**config.mk**
```make
export PLATFORM = sky130hd
export DESIGN_NAME = imm_instr_encoder
export DESIGN_NICKNAME = d
export VERILOG_FILES = /design/src/rtl/imm_instr_encoder.sv
export SDC_FILE = /design/constraint.sdc
export NUM_CORES = 1
export LEC_CHECK = 0
export ABC_AREA = 1
export CAP_MARGIN = 25
export CORE_ASPECT_RATIO = 0.5
export CORE_UTILIZATION = 44
export CTS_CLUSTER_DIAMETER = 30
export DETAILED_ROUTE_END_ITERATION = 16
export HOLD_SLACK_MARGIN = 0.03
export PLACE_DENSITY = 0.81
export SLEW_MARGIN = 20
export SYNTH_ARGS = -nofsm -noshare
export SYNTH_HDL_FRONTEND = slang
export SYNTH_SLANG_ARGS = --single-unit
export TNS_END_PERCENT = 100
```
**constraint.sdc**
```tcl
create_clock -name clk -period 2 [get_ports clk]
set_clock_uncertainty 0.1 [all_clocks]
set_input_delay 0.2 -clock clk [delete_from_list [all_inputs] [get_ports clk]]
set_output_delay 0.2 -clock clk [all_outputs]
set_load 0.05 [all_outputs]
```
**src/rtl/imm_instr_encoder.sv**
```systemverilog
// Packs register fields and a signed immediate into RV32I load / ALU-immediate / store
// words, range-checks them and streams the results into instruction memory.
module imm_instr_encoder #(
  parameter int ADDR_W    = 8,
  parameter int DEPTH     = 256,
  parameter int BASE_ADDR = 0
) (
  input  logic              clk,
  input  logic              reset,
  input  logic              start,
  input  logic              stop,
  input  logic              in_valid,
  output logic              in_ready,
  input  logic [1:0]        in_fmt,
  input  logic [4:0]        rd,
  input  logic [4:0]        rs1,
  input  logic [4:0]        rs2,
  input  logic [2:0]        funct3,
  input  logic [6:0]        funct7,
  input  logic [31:0]       imm,
  output logic              mem_we,
  output logic [ADDR_W-1:0] mem_addr,
  output logic [31:0]       mem_wdata,
  output logic [ADDR_W:0]   count,
  output logic              full,
  output logic              busy,
  output logic              range_err
);

  typedef enum logic [1:0] {
    S_IDLE,
    S_ACCEPT,
    S_WRITE
  } state_t;

  localparam logic [ADDR_W:0]   DEPTH_C = (ADDR_W + 1)'(DEPTH);
  localparam logic [ADDR_W-1:0] BASE_C  = ADDR_W'(BASE_ADDR);

  localparam logic [6:0] OP_LOAD  = 7'b0000011;
  localparam logic [6:0] OP_ALUI  = 7'b0010011;
  localparam logic [6:0] OP_STORE = 7'b0100011;

  state_t      state, state_nxt;
  logic        hs;
  logic        is_shift;
  logic        imm12_ok;
  logic        legal;
  logic [31:0] word;
  logic [ADDR_W:0] count_inc;

  assign in_ready  = (state == S_ACCEPT) && !full;
  assign hs        = in_valid && in_ready;
  assign mem_we    = (state == S_WRITE);
  assign busy      = (state != S_IDLE);
  assign full      = (count == DEPTH_C);
  assign count_inc = count + (ADDR_W + 1)'(1);

  assign is_shift = (in_fmt == 2'b01) && ((funct3 == 3'b001) || (funct3 == 3'b101));
  // A 12-bit signed immediate fits when bits 31..11 are all copies of the sign.
  assign imm12_ok = (&imm[31:11]) || !(|imm[31:11]);

  // Legality and encoding of the request currently presented.
  always_comb begin
    // NOTE: every always_comb output gets a default first so no path can infer a latch.
    legal = 1'b0;
    word  = '0;
    unique case (in_fmt)
      2'b00: begin
        legal = imm12_ok && (funct3 inside {3'b000, 3'b001, 3'b010, 3'b100, 3'b101});
        word  = {imm[11:0], rs1, funct3, rd, OP_LOAD};
      end
      2'b01: begin
        if (is_shift) begin
          legal = !(|imm[31:5]) &&
                  ((funct7 == 7'b0000000) ||
                   ((funct7 == 7'b0100000) && (funct3 == 3'b101)));
          word  = {funct7, imm[4:0], rs1, funct3, rd, OP_ALUI};
        end else begin
          legal = imm12_ok;
          word  = {imm[11:0], rs1, funct3, rd, OP_ALUI};
        end
      end
      2'b10: begin
        legal = imm12_ok && (funct3 inside {3'b000, 3'b001, 3'b010});
        word  = {imm[11:5], rs2, rs1, funct3, imm[4:0], OP_STORE};
      end
      default: begin
        legal = 1'b0;
        word  = '0;
      end
    endcase
  end

  // Next-state logic; stop in ACCEPT wins over a same-cycle handshake.
  always_comb begin
    state_nxt = state;
    unique case (state)
      S_IDLE:   if (start) state_nxt = S_ACCEPT;
      S_ACCEPT: begin
        if (stop)              state_nxt = S_IDLE;
        else if (hs && legal)  state_nxt = S_WRITE;
      end
      S_WRITE:  state_nxt = stop ? S_IDLE : S_ACCEPT;
      default:  state_nxt = S_IDLE;
    endcase
  end

  always_ff @(posedge clk) begin
    // NOTE: sequential state uses non-blocking assignments so every register samples pre-edge values.
    if (reset) state <= S_IDLE;
    else       state <= state_nxt;
  end

  always_ff @(posedge clk) begin
    if (reset) begin
      mem_addr  <= BASE_C;
      mem_wdata <= '0;
      count     <= '0;
      range_err <= 1'b0;
    end else begin
      unique case (state)
        S_IDLE: begin
          if (start) begin
            mem_addr  <= BASE_C;
            count     <= '0;
            range_err <= 1'b0;
          end
        end
        S_ACCEPT: begin
          if (!stop && hs) begin
            if (legal) mem_wdata <= word;
            else       range_err <= 1'b1;
          end
        end
        S_WRITE: begin
          count <= count_inc;
          // Address saturates at the last written word once the session fills.
          if (count_inc != DEPTH_C) mem_addr <= mem_addr + ADDR_W'(1);
        end
        default: ;
      endcase
    end
  end

endmodule

```
==> results of run 1 <==
## per-stage QoR
step,util [%],std cells
2_1_floorplan,-,454
3_3_place_gp,67.94,654
3_5_place_dp,67.94,654
4_1_cts,70.56,662
5_1_grt,71.84,668
6_report,71.84,668
## state kept, by name (all words and copies together), names as in the netlist
register   flops
count          9
mem_addr       8
mem_wdata     28
range_err      1
state          2
## worst max-delay path by stage
stage,depth (start not counted),endpoint,startpoint
finish,8,in_ready,count[0]
CTS,8,in_ready,count[0]
detailed placement,11,mem_wdata[15],funct3[1]
floorplan,9,mem_wdata[10],count[5]
global placement,8,mem_wdata[25],in_fmt[0]
global route,8,in_ready,count[1]
## layer usage
| layer | wire length (microns) | vias up |
|---|---|---|
| met1 | 3745 | 1533 |
| met5 | 0 | - |
| met4 | 87 | 0 |
| li1 | - | 1728 |
| met3 | 447 | 12 |
| met2 | 3977 | 124 |
## power by group
group          internal, mW  total, mW  switching (mW)
Combinational         0.178      0.362           0.184
Clock                 0.589      0.955           0.366
Sequential            0.956      0.960         0.00417
## cell type report
cell class / count / area (sq um)
multi-input combinational: 335 / 1685
clock buffer: 6 / 128.9
inverter: 50 / 187.7
tap: 88 / 110.1
timing repair buffer: 139 / 1379
sequential: 48 / 968.4
fill: 515 / 1762
clock inverter: 2 / 35.03
## logic make-up after synthesis
logic type / count (synthesis) / share of synthesized area (%)
AO/OA/AOI/OAI: 77 / 13.63
AND/OR/NAND/NOR: 246 / 38.98
flip-flops: 48 / 32.61
XOR/XNOR: 5 / 1.486
buffers and inverters: 71 / 11.46
other: 1 / 0.1273
adder cells (fa/ha/maj): 4 / 1.699
## cells in the final DEF (no fill, tap or decap), types with 2 or more instances in the layout
master and count:
sky130_fd_sc_hd__nor3_1 5, sky130_fd_sc_hd__buf_4 25, sky130_fd_sc_hd__nor2_1 46, sky130_fd_sc_hd__clkdlybuf4s50_1 109
sky130_fd_sc_hd__ha_1 3, sky130_fd_sc_hd__inv_1 41, sky130_fd_sc_hd__nor2_8 2, sky130_fd_sc_hd__a21oi_1 43
sky130_fd_sc_hd__nor2_2 4, sky130_fd_sc_hd__buf_12 5, sky130_fd_sc_hd__o21ai_1 5, sky130_fd_sc_hd__conb_1 3
sky130_fd_sc_hd__nand2_1 124, sky130_fd_sc_hd__clkbuf_16 5, sky130_fd_sc_hd__inv_2 8, sky130_fd_sc_hd__nand2_2 4
sky130_fd_sc_hd__dfxtp_1 46, sky130_fd_sc_hd__a21oi_2 6, sky130_fd_sc_hd__dfxtp_4 2, sky130_fd_sc_hd__nand4_1 29
sky130_fd_sc_hd__o21ai_0 20, sky130_fd_sc_hd__xor2_1 4, sky130_fd_sc_hd__nand3_1 23
## timing repair
item,in CTS,in global routing
gates resized for setup,0,10
setup endpoints to repair,0,10
setup buffers,0,6
## tightest hold or removal path: cells and delay by family, from the launching register on
kind,cells,cell delay (ns)
AND/OR/NAND/NOR,1,0.06
flip-flops,1,0.31
AO/OA/AOI/OAI,1,0.05
==> summary.md, run 1 <==
| Metric | Value |
|---|---|
| Overall fraction of global-route tracks in use | `23.38%` |
| Synth area leaders | `sky130_fd_sc_hd__dfxtp_1, sky130_fd_sc_hd__nand2_1, sky130_fd_sc_hd__a21oi_1` |
| Cell types with the highest counts after synthesis | `sky130_fd_sc_hd__nand2_1, sky130_fd_sc_hd__dfxtp_1, sky130_fd_sc_hd__a21oi_1` |
| Peak-usage layer in the global routing report | `met2` |
| Type of origin of the critical path | `flip-flop` |
| Capturing element type of the critical path | `primary output` |
| Area grow syn2layout | `52.53%` |
| Total wire length after detailed routing | `slightly above 8 mm` |
| Class of the worst hold path | `reg -> reg` |
| Launch instance of the worst register-to-register path | `count[0]` |
| Core area | `approximately 6300 sq um` |
| Clock transition time at the flip-flop clock pins of the worst setup and hold paths | `0.07 ns` |
| Crit-path max cell delay | `0.37 ns` |
| Top-level I/O count | `118` |
| Number of global-route vias before repair | `between 2000 and 3000` |
| Total standard cell area after synthesis | `about 3000 sq um` |
| Worst reg-to-reg setup slack | `0.18 ns` |
| Die Width | `117.7 microns` |
| Post-detailed-route DRC marker count | `0` |
| Total of hold buffers inserted after clock tree synthesis | `0` |
| Worst reg2reg path depth | `12` |
| Die Span Y | `59.87 microns` |
| GRT overflow | `0` |
| Share of the clock period used by the worst path | `94.15%` |
| Power density normalized to cell area | `roughly 510 nW/um^2` |
| Routed vias | `3397` |
| Maximum operating frequency | `0.5311 GHz` |
| Number of antenna repair diodes | `0` |
| Clock network latency to the later pin of the worst-skew pair | `between 0.2 and 0.3 ns` |
| Met2 track demand over resource in global routing | `41.01%` |
| Routed wire per std cell | `12.36 microns` |
| Max-cap violations | `0` |
| Final-layout worst hold slack | `0.3638 ns` |
| Initial drt markers | `274` |
| Post-layout instance area | `4494 sq um` |
| Min Tclk post-route | `1.883 ns` |
| Die footprint | `7048 sq um` |
| Synth warn | `0` |
| DP HPWL | `6.095 mm` |
| Final estimated routing congestion in global placement | `0.8134` |
| Biggest fanout along the worst timing path | `6` |
| Async set-reset flop share out of synthesis | `0%` |
| Pin count of the biggest net entering global routing | `29` |
| Port Buf Inserts | `~110` |
| Flip-flop cell with the highest count after synthesis | `sky130_fd_sc_hd__dfxtp_1` |
| Setup TNS | `0 ns` |
| Cells traversed along the worst timing path | `inv_1 > ha_1 > nand2_1 > nor3_1 > nand2_1 > nand2_2 > inv_1 > buf_12` |
| Worst setup slack after layout | `0.1170 ns` |
| Worst Min Path Start | `mem_wdata[26]` |
| Area share of the largest cell type after synthesis | `32.61%` |
| Worst slew slack as a fraction of its limit | `approximately 64%` |
| Status | `completed` |
| Global-route met3 utilization | `4.580%` |
| Total iterations of the first detailed-routing run | `5` |
| Worst endpoint required time | `1.70 ns` |
| Final setup violating endpoints | `0` |
| Combined buffer and inverter count along the critical path | `3` |
| Fraction of the yosys area taken by sequential cells | `32.61%` |
| Final hold violation count | `0` |
| Initial cell density of the core | `between 40% and 50%` |
| Final-stage net count | `around 650` |
| Ratio of cells with drive above 1 in the final layout | `12.24%` |
| Clock buffer count from CTS | `5` |
| Clock tree from TritonCTS | `built` |
| Gate count of the mapped netlist | `452` |
| CTS root buf | `sky130_fd_sc_hd__clkbuf_16` |
| RSZ-0062 raised after global routing | `no` |
| EDFF count, synth | `0` |
| Area leader, netlist | `sky130_fd_sc_hd__dfxtp_1` |
| H-tree depth | `2` |
| Most used standard cell by instance count after synthesis | `sky130_fd_sc_hd__nand2_1` |
| Pin slew with the least headroom to its limit | `~0.53 ns` |
| Placed cell areas | `between 4000 and 5000 sq um` |
| Leak pwr | `1.753 nW` |
| Top cell family by delay on the critical path | `simple AND/OR/NAND/NOR gates` |
| Slowest cell on the critical path | `sky130_fd_sc_hd__dfxtp_4` |
| Count of standard-cell rows | `20` |
| Arrival time worst endpoint | `1.58 ns` |
| Number of instances on the worst hold path | `2` |
| Antenna violations before repair | `0` |
| Peak supply drop | `0.3160 mV` |
| Power Total | `2.277 mW` |
| Number of distinct library cells after synthesis | `39` |
| Synthesized area divided by synthesized cell count | `6.519 sq um` |
| Final Max Tran Viols | `0` |
| Startpoint-to-endpoint class of the critical path | `reg -> out` |
| Hold Path End | `mem_wdata[26]` |
| Number of storage elements in the synthesis netlist | `48` |
| Clock Sinks | `48` |
| Detailed-route vias per instance | `between 5 and 6` |
| Count of nets left with antenna violations after detail routing | `0` |
| Clk buf depth | `2` |
| Destination of the worst register-to-register timing path | `mem_addr[0]` |
| Met1 Usage GRT | `30.45%` |
| First-pass GRT wire length | `about 13 mm` |
| Setup Slack @ Placement | `-0.04465 ns` |
No activity file was read; power rests on OpenSTA's default activity.
==> run 2: changes to the inputs <==
HOLD_SLACK_MARGIN = default   (was 0.03)
PLACE_DENSITY = 0.8   (was 0.81)
==> run 2 against run 1 <==
Against the previous run:
- combinational power is essentially flat
- utilization shrank 0.22 points
- sequential share of layout area grew 0.066 points
- non-clock buffer count shrank 2
- global-route usage is essentially flat
- flip-flop and latch count is the same
- via count shrank 0.77%
- register-to-register slack lost 0.05 ns
- cell area shrank 0.31%
- critical path depth is the same
- worst hold slack lost 0.0025 ns
- routed wire length grew 0.39%
- critical path type unchanged
- largest power group is now clock
- highest routed layer unchanged
==> summary.md, run 2 (same netlist as run 1, synthesis figures left out) <==
| Metric | Value |
|---|---|
| Count of fill cells added during filler insertion | `525 (+1.9%)` |
| Capturing element type of the critical path | `primary output` |
| Number of antenna repair diodes | `0 (unchanged)` |
| Power density normalized to cell area | `533.4 nW/um^2 (+5.3%)` |
| Clock transition time at the flip-flop clock pins of the worst setup and hold paths | `0.07 ns (about the same)` |
| Die Span Y | `59.87 microns (unchanged)` |
| Sequential fraction of design power | `40.2% (-2.0 points)` |
| Post-detailed-route DRC marker count | `0 (unchanged)` |
| Number of global-route vias before repair | `2984 (+1.6%)` |
| Initial cell density of the core | `47.10% (unchanged)` |
| Worst slew slack as a fraction of its limit | `64.90% (+0.50 points)` |
| Count of standard-cell rows | `20 (unchanged)` |
| Net switching component of the power | `0.5468 mW (-1.4%)` |
| Die footprint | `7048 sq um (unchanged)` |
| Worst endpoint required time | `1.70 ns (about the same)` |
| Overall fraction of global-route tracks in use | `23.38% (about the same)` |
| Clock tree from TritonCTS | `built` |
| Routed wire per std cell | `12.45 microns (+0.69%)` |
| Status | `completed` |
| Cell internal pwr | `1.843 mW (+7.0%)` |
| Total iterations of the first detailed-routing run | `5 (unchanged)` |
| DP HPWL | `6.087 mm (-0.14%)` |
| Register name with the most flops | `mem_wdata` |
| Number of flip-flops under the largest register name | `28 (unchanged)` |
| Ratio of cells with drive above 1 in the final layout | `11.25% (-1.0 points)` |
| Clock network latency to the later pin of the worst-skew pair | `0.28 ns (about the same)` |
| Arrival time worst endpoint | `1.60 ns (+0.02 ns)` |
| Power share of the combinational group | `15.0% (-0.9 points)` |
| Final setup violating endpoints | `0 (unchanged)` |
| Routed vias | `3371 (-0.77%)` |
| Min Tclk post-route | `1.899 ns (+0.01638 ns)` |
| Final estimated routing congestion in global placement | `0.8176 (+0.52%)` |
| Antenna violations before repair | `0 (unchanged)` |
| Setup Slack @ Placement | `0.006251 ns (+0.05091 ns)` |
| Area grow syn2layout | `52.06%` |
| H-tree depth | `2 (unchanged)` |
| Clock Sinks | `48 (unchanged)` |
| Initial drt markers | `322 (+18%)` |
| Clock buffer count from CTS | `5 (unchanged)` |
| Detailed-route vias per instance | `5.062 (-0.47%)` |
| Worst setup slack after layout | `0.1006 ns (-0.01638 ns)` |
| Placed cell areas | `4223 sq um (-0.65%)` |
| Count of nets left with antenna violations after detail routing | `0 (unchanged)` |
| Switching Fraction | `22.88% (-1.5 points)` |
| Maximum operating frequency | `0.5265 GHz (-0.86%)` |
| Most used cells in the layout excluding fill and tap cells | `sky130_fd_sc_hd__nand2_1, sky130_fd_sc_hd__clkdlybuf4s50_1, sky130_fd_sc_hd__nor2_1, sky130_fd_sc_hd__a21oi_1, sky130_fd_sc_hd__dfxtp_1` |
| Commonest non-fill, non-tap cell in the layout | `sky130_fd_sc_hd__nand2_1` |
| Top-level I/O count | `118 (unchanged)` |
| Port Buf Inserts | `114 (unchanged)` |
| Leak pwr | `1.752 nW (about the same)` |
| Die Width | `117.7 microns (unchanged)` |
| Core Util, Final | `71.62% (-0.22 points)` |
| Power Total | `2.390 mW (+5.0%)` |
| CTS root buf | `sky130_fd_sc_hd__clkbuf_16` |
| Total wire length after detailed routing | `8.289 mm (+0.39%)` |
| Pin count of the biggest net entering global routing | `37 (+28%)` |
| GRT overflow | `0 (unchanged)` |
| Biggest fanout along the worst timing path | `7 (+1)` |
| Final Max Tran Viols | `0 (unchanged)` |
| Leading registers by flop count | `mem_wdata x28, count x9, mem_addr x8` |
| Peak supply drop | `0.3324 mV (+5.2%)` |
| Core area | `6256 sq um (unchanged)` |
| First-pass GRT wire length | `13.30 mm (-0.36%)` |
| Share of the clock period used by the worst path | `94.97% (+0.82 points)` |
| Post-layout instance area | `4481 sq um (-0.31%)` |
| Type of origin of the critical path | `flip-flop` |
| Final-stage net count | `646 (-0.15%)` |
| Clk buf depth | `2 (unchanged)` |
| Pin slew with the least headroom to its limit | `0.5249 ns (-0.007414 ns)` |
| Class of the worst hold path | `reg -> reg` |
| Total of hold buffers inserted after clock tree synthesis | `0 (unchanged)` |
| Final hold violation count | `0 (unchanged)` |
| Proportion of power drawn by the clock network | `44.8% (+2.8 points)` |
| Startpoint-to-endpoint class of the critical path | `reg -> out` |
| Max-cap violations | `0 (unchanged)` |
run 2: final timing paths:
| path | from | to | slack (ns) | cells after the start |
|---|---|---|---|---|
| max | count[0] | in_ready | 0.10 | 8 |
| min | mem_wdata[11] | mem_wdata[11] | 0.36 | 2 |
| max reg2reg | count[0] | mem_addr[2] | 0.13 | 12 |
| min reg2reg | mem_wdata[11] | mem_wdata[11] | 0.36 | 2 |
run 2: layout make-up:
type	count	area (sq um)	share of cell area, %
multi-input combinational	336	1674	37.36
timing repair buffer	137	1355	30.24
sequential	48	968.4	21.61
inverter	50	187.7	4.189
clock buffer	5	125.1	2.793
tap	88	110.1	2.457
clock inverter	2	60.06	1.340
run 2: layer usage:
metal	GRT usage [%]	vias up	wire (microns)
met5	0	-	0
met4	7.509	0	80
met3	4.676	10	510
met2	41.34	125	3994
met1	29.34	1519	3704
li1	-	1717	-
run 2: critical path, stage by stage, from the launching register on:
cell and delay (ns):
sky130_fd_sc_hd__dfxtp_4 0.37, sky130_fd_sc_hd__inv_1 0.07, sky130_fd_sc_hd__ha_1 0.14, sky130_fd_sc_hd__nand2_1 0.06, sky130_fd_sc_hd__nor3_1 0.13, sky130_fd_sc_hd__nand2_1 0.15, sky130_fd_sc_hd__nand2_2 0.16, sky130_fd_sc_hd__inv_1 0.09
sky130_fd_sc_hd__buf_12 0.15
run 2: what timing repair did:
action	4_1_cts	5_1_grt
setup endpoints to repair	0	21
setup buffers	0	6
gates resized for setup	0	6
run 2: through the flow:
| stage | std cells | setup TNS, ns | hold WS, ns |
|---|---|---|---|
| finish | 666 | 0 | 0.3614 |
| global placement | 652 | 0 | 0.3511 |
| detailed placement | 652 | 0 | 0.3526 |
| CTS | 659 | 0 | 0.3629 |
| floorplan | 454 | 0 | 0.2634 |
| global route | 666 | -0.05715 | 0.3814 |
run 2: power groups by stage:
stage / registers [mW] / logic (mW) / clock network (mW)
final: 0.960 / 0.359 / 1.07
after global routing: 0.960 / 0.389 / 1.12
after CTS: 0.963 / 0.359 / 1.08
after detailed placement: 0.985 / 0.357 / 0
after global placement: 0.985 / 0.355 / 0
after floorplan: 0.990 / 0.155 / 0
==> run 3: changes to the inputs <==
SLEW_MARGIN = default   (was 20)
==> results of run 3 <==
No change in the layout: final DEF, timing and power equal those of run 2.
==> edit 1: new RTL, config.mk and constraints of run 2 <==
The parameter `ADDR_W` goes from 8 to 7.
--- a/src/rtl/imm_instr_encoder.sv
+++ b/src/rtl/imm_instr_encoder.sv
@@ -1,7 +1,7 @@
 // Packs register fields and a signed immediate into RV32I load / ALU-immediate / store
 // words, range-checks them and streams the results into instruction memory.
 module imm_instr_encoder #(
-  parameter int ADDR_W    = 8,
+  parameter int ADDR_W    = 7,
   parameter int DEPTH     = 256,
   parameter int BASE_ADDR = 0
 ) (
Interface: changed (resized count and mem_addr); port bits go from 118 to 116. The function was not compared with the original's and may differ.
==> edit 1 against run 2 <==
- routed wire length decreased by 18%
- critical path depth decreased by 7
- count of clock-buffer cells in the layout did not move
- clock power decreased by 26%
- sequential cell count decreased by 2
- core utilization shrank 0.23 points
- design area is 11% lower
- final cell count is 11% lower
- synthesized area is 12% lower
- global-route usage decreased by 1.5 points
- setup slack lost 19 ps
- power decreased by 16%
- worst hold slack better by 1.2 ps
- register-to-register slack better by 20 ps
- largest power group is now registers
==> edit 1: results (changes against run 2) <==
<table>
<tr><th>Metric</th><th>Value</th></tr>
<tr><th colspan="2">Global route</th></tr>
<tr><td>Routing usage on met1</td><td>0.287 (-0.00628)</td></tr>
<tr><td>Vias in the first global route</td><td>2656 (-11%)</td></tr>
<tr><td>Global-route wire length before repair</td><td>11300 um (-15%)</td></tr>
<tr><td>Met2 usage</td><td>0.373 (-0.0408)</td></tr>
<tr><th colspan="2">Critical path</th></tr>
<tr><td>CP delay by family, top</td><td>buffers and inverters</td></tr>
<tr><td>Critical path's slowest cell</td><td>clkdlybuf4s50_1</td></tr>
<tr><td>Critical path fanouts, max</td><td>8 (+1)</td></tr>
<tr><th colspan="2">Pwr</th></tr>
<tr><td>Leak pwr</td><td>1.63 nW (-6.9%)</td></tr>
<tr><td>Net load switching power</td><td>0.488 mW (-11%)</td></tr>
<tr><td>Post-layout total power</td><td>2.02 mW (-16%)</td></tr>
<tr><td>Clock distribution power</td><td>0.790 mW (-26%)</td></tr>
<tr><th colspan="2">Cells and area</th></tr>
<tr><td>Area of the multi-input gates</td><td>1390 um2 (-17%)</td></tr>
<tr><td>Number of signal-net buffers in the layout</td><td>123 (-10%)</td></tr>
<tr><td>Multi-input gates</td><td>294 (-13%)</td></tr>
<tr><td># nets final</td><td>590 (-8.7%)</td></tr>
<tr><td># fillers</td><td>480 (-8.6%)</td></tr>
<tr><td>Fraction of area in registers</td><td>0.233 (+0.0167)</td></tr>
<tr><th colspan="2">Route</th></tr>
<tr><td>Via-to-Cell Ratio</td><td>4.82 (-4.8%)</td></tr>
<tr><td>Total length of routed met2 wires</td><td>3240 um (-19%)</td></tr>
<tr><td>Sum of met3 wire segment lengths after detailed routing</td><td>299 um (-41%)</td></tr>
<tr><th colspan="2">Run status</th></tr>
<tr><td>Run status</td><td>complete, no violations</td></tr>
<tr><th colspan="2">Logic synthesis</th></tr>
<tr><td>Count of different cell masters after synthesis</td><td>32 (-18%)</td></tr>
<tr><td>Synth top area cells</td><td>dfxtp_1 (36%), nand2_1 (18%), a21oi_1 (7.7%)</td></tr>
<tr><td>Fraction of synthesized cell area in xor and xnor cells</td><td>0.0203 (+0.00546)</td></tr>
<tr><td>Synth cell count leaders</td><td>nand2_1 (127), inv_1 (51), nor2_1 (49)</td></tr>
<tr><th colspan="2">Timing</th></tr>
<tr><td>Actual slew at the worst max-slew pin</td><td>546 ps (+21.5 ps)</td></tr>
<tr><th colspan="2">Placed design</th></tr>
<tr><td>Number of input and output port buffers inserted</td><td>112 (-1.8%)</td></tr>
<tr><td>GPL Wtd Cong</td><td>0.858 (+4.9%)</td></tr>
<tr><td>Final HPWL DP</td><td>5300 um (-13%)</td></tr>
<tr><td>DP Worst Slack</td><td>-112 ps (-118 ps)</td></tr>
<tr><th colspan="2">Floorplanning</th></tr>
<tr><td>Number of standard-cell rows in the floorplan</td><td>19 (-5.0%)</td></tr>
</table>
edit 1: cell types whose count changed after synthesis, sizes merged, moves of 4 or more:
cell / delta
o21ai: -4
nand4: -25
nand3: -9
nor3: -4
nand3b: +5
a21oi: -8
buf: -8
edit 1: path summary, 6_finish.rpt:
check,start,end,slack [ps],cells past startpoint
setup / recovery,count[5]$_SDFFE_PP0P_,count[5],80,1
hold / removal,range_err$_SDFFE_PP0P_,range_err$_SDFFE_PP0P_,360,2
setup reg to reg,count[0]$_SDFFE_PP0P_,mem_wdata[15]$_SDFFE_PP0P_,150,9
hold reg to reg,range_err$_SDFFE_PP0P_,range_err$_SDFFE_PP0P_,360,2
edit 1: timing repair:
item                       CTS  global route
setup endpoints to repair    0             7
resized for setup            0             4
buffers inserted             0             0
edit 1: tightest hold or removal path, stage by stage (launching register included):
cell and delay (ps):
dfxtp_1 310, nand2_1 60, a21oi_1 50
==> edit 2: new RTL, config.mk and constraints of run 2 <==
Made on the original files. Make the reset (`reset`) asynchronous in 2 clocked blocks.
--- a/src/rtl/imm_instr_encoder.sv
+++ b/src/rtl/imm_instr_encoder.sv
@@ -105,13 +105,13 @@
     endcase
   end
 
-  always_ff @(posedge clk) begin
+  always_ff @(posedge clk or posedge reset) begin
     // NOTE: sequential state uses non-blocking assignments so every register samples pre-edge values.
     if (reset) state <= S_IDLE;
     else       state <= state_nxt;
   end
 
-  always_ff @(posedge clk) begin
+  always_ff @(posedge clk or posedge reset) begin
     if (reset) begin
       mem_addr  <= BASE_C;
       mem_wdata <= '0;
Function: differs if reset is asserted again (counterexample within 4 cycles, from zero or initial values and one cycle with reset high); with reset held inactive, the same outputs for 10 cycles.
==> edit 2 against run 2 <==
- sequential share of layout area up 3.8 points
- synthesized area up 8.5%
- combinational power up 35%
- design area up 5.9%
- sequential cell count unchanged
- power up 4.1%
- routed wire length up 6.9%
- setup slack better by 29 ps
- critical path depth up 4
- clock power down 5%
- critical endpoint is now mem_addr[2]$_DFFE_PP0P_
- largest cell class unchanged
==> edit 2: results (changes against run 2) <==
<table>
<tr><th>Metric</th><th>Value</th></tr>
<tr><th colspan="2">Critical path</th></tr>
<tr><td>Arrival time at the worst endpoint</td><td>2000 ps (+400 ps)</td></tr>
<tr><td>Delay contributed by the slowest stage of the critical path</td><td>440 ps (+70 ps)</td></tr>
<tr><td>Critical path fanouts, max</td><td>8 (+1)</td></tr>
<tr><th colspan="2">Logic synthesis</th></tr>
<tr><td>Post-synthesis sequential area ratio</td><td>0.376 (+0.0495)</td></tr>
<tr><td>Average footprint of a synthesized cell</td><td>6.79 um2 (+4.2%)</td></tr>
<tr><td>Synth top area cells</td><td>dfrtp_1 (38%), nand2_1 (18%), nor2_1 (7.2%)</td></tr>
<tr><td>Async S/R FF share, synth</td><td>1.00 (+1.00)</td></tr>
<tr><td>Count of different cell masters after synthesis</td><td>29 (-26%)</td></tr>
<tr><td>Synth cell count leaders</td><td>nand2_1 (156), nor2_1 (61), inv_1 (52)</td></tr>
<tr><th colspan="2">Placed design</th></tr>
<tr><td>Post-placement cell count</td><td>679 (+4.1%)</td></tr>
<tr><td>DP Worst Slack</td><td>7.45 ps (+1.20 ps)</td></tr>
<tr><td>Final HPWL DP</td><td>6740 um (+11%)</td></tr>
<tr><th colspan="2">Route</th></tr>
<tr><td>Number of design-rule violations left by the first detailed-router iteration</td><td>241 (-25%)</td></tr>
<tr><td>Via-to-Cell Ratio</td><td>5.11 (+1.0%)</td></tr>
<tr><td>Sum of met3 wire segment lengths after detailed routing</td><td>544 um (+6.7%)</td></tr>
<tr><td>WL per Instance</td><td>12.9 um (+3.5%)</td></tr>
<tr><td>Total length of routed met2 wires</td><td>4440 um (+11%)</td></tr>
<tr><th colspan="2">Cells and area</th></tr>
<tr><td>Fraction of layout cells with a size suffix above 1</td><td>0.0906 (-0.0219)</td></tr>
<tr><td># nets final</td><td>663 (+2.6%)</td></tr>
<tr><th colspan="2">Pwr</th></tr>
<tr><td>Leak pwr</td><td>2.28 nW (+30%)</td></tr>
<tr><td>Switching Fraction</td><td>0.255 (+0.0263)</td></tr>
<tr><th colspan="2">Timing</th></tr>
<tr><td>Worst-case headroom to the max-slew limit</td><td>0.654 (+0.00469)</td></tr>
<tr><td>Actual slew at the worst max-slew pin</td><td>518 ps (-7.01 ps)</td></tr>
<tr><th colspan="2">Global route</th></tr>
<tr><td>Global router's overall resource usage</td><td>0.238 (+0.00453)</td></tr>
<tr><td>Vias in the first global route</td><td>3285 (+10%)</td></tr>
<tr><td>Maximum number of pins on one net before global-route repair</td><td>32 (-14%)</td></tr>
<tr><th colspan="2">Run status</th></tr>
<tr><td>Run status</td><td>complete, no violations</td></tr>
<tr><th colspan="2">Worst hold path</th></tr>
<tr><td>Class of the tightest hold or removal check</td><td>in2async</td></tr>
</table>
==> edit 2: path summary, 6_finish.rpt <==
kind / from / endpoint / slack (ps) / cells after the start
max in group asynchronous: reset / mem_wdata[12]$_DFFE_PP0P_ / 1160 / 3
setup / recovery: count[0]$_DFFE_PP0P_ / mem_addr[2]$_DFFE_PP0P_ / 130 / 12
min in group clk: mem_wdata[29]$_DFFE_PP0P_ / mem_wdata[29]$_DFFE_PP0P_ / 380 / 2
setup reg to reg: count[0]$_DFFE_PP0P_ / mem_addr[2]$_DFFE_PP0P_ / 130 / 12
hold reg to reg: mem_wdata[29]$_DFFE_PP0P_ / mem_wdata[29]$_DFFE_PP0P_ / 380 / 2
hold / removal: reset / count[0]$_DFFE_PP0P_ / 130 / 2
==> edit 2: kinds of logic (layout without fill, tap and decap cells) <==
group                    count (synthesis)  in the layout  share of synthesized area
flip-flops                              48             48                      0.376
XOR/XNOR                                 7              7                     0.0192
AND/OR/NAND/NOR                        292            293                      0.399
adder cells (fa/ha/maj)                  4              4                     0.0157
other                                    1              3                    0.00117
buffers and inverters                   74            196                      0.109
AO/OA/AOI/OAI                           45             45                     0.0798
==> edit 2: per-layer routing <==
metal	vias up	GRT usage
met3	13	0.0542
li1	1749	-
met2	130	0.421
met1	1626	0.289
met4	0	0.0655
met5	-	0
==> edit 2: final cells by class <==
type,instances,area share
well taps,92,0.0243
clock buffers,7,0.0322
multi-input cells,352,0.353
inverters,56,0.0448
repair buffers,132,0.285
flip-flops and latches,48,0.254
clock inverters,1,0.00633
==> edit 2: power groups by stage <==
stage	clock (mW)	combinational, mW	sequential (mW)
after global routing	1.06	0.524	0.983
after CTS	1.04	0.482	0.983
after detailed placement	0	0.479	1.00
final	1.02	0.484	0.983
after global placement	0	0.477	1.00
after floorplan	0	0.213	1.02
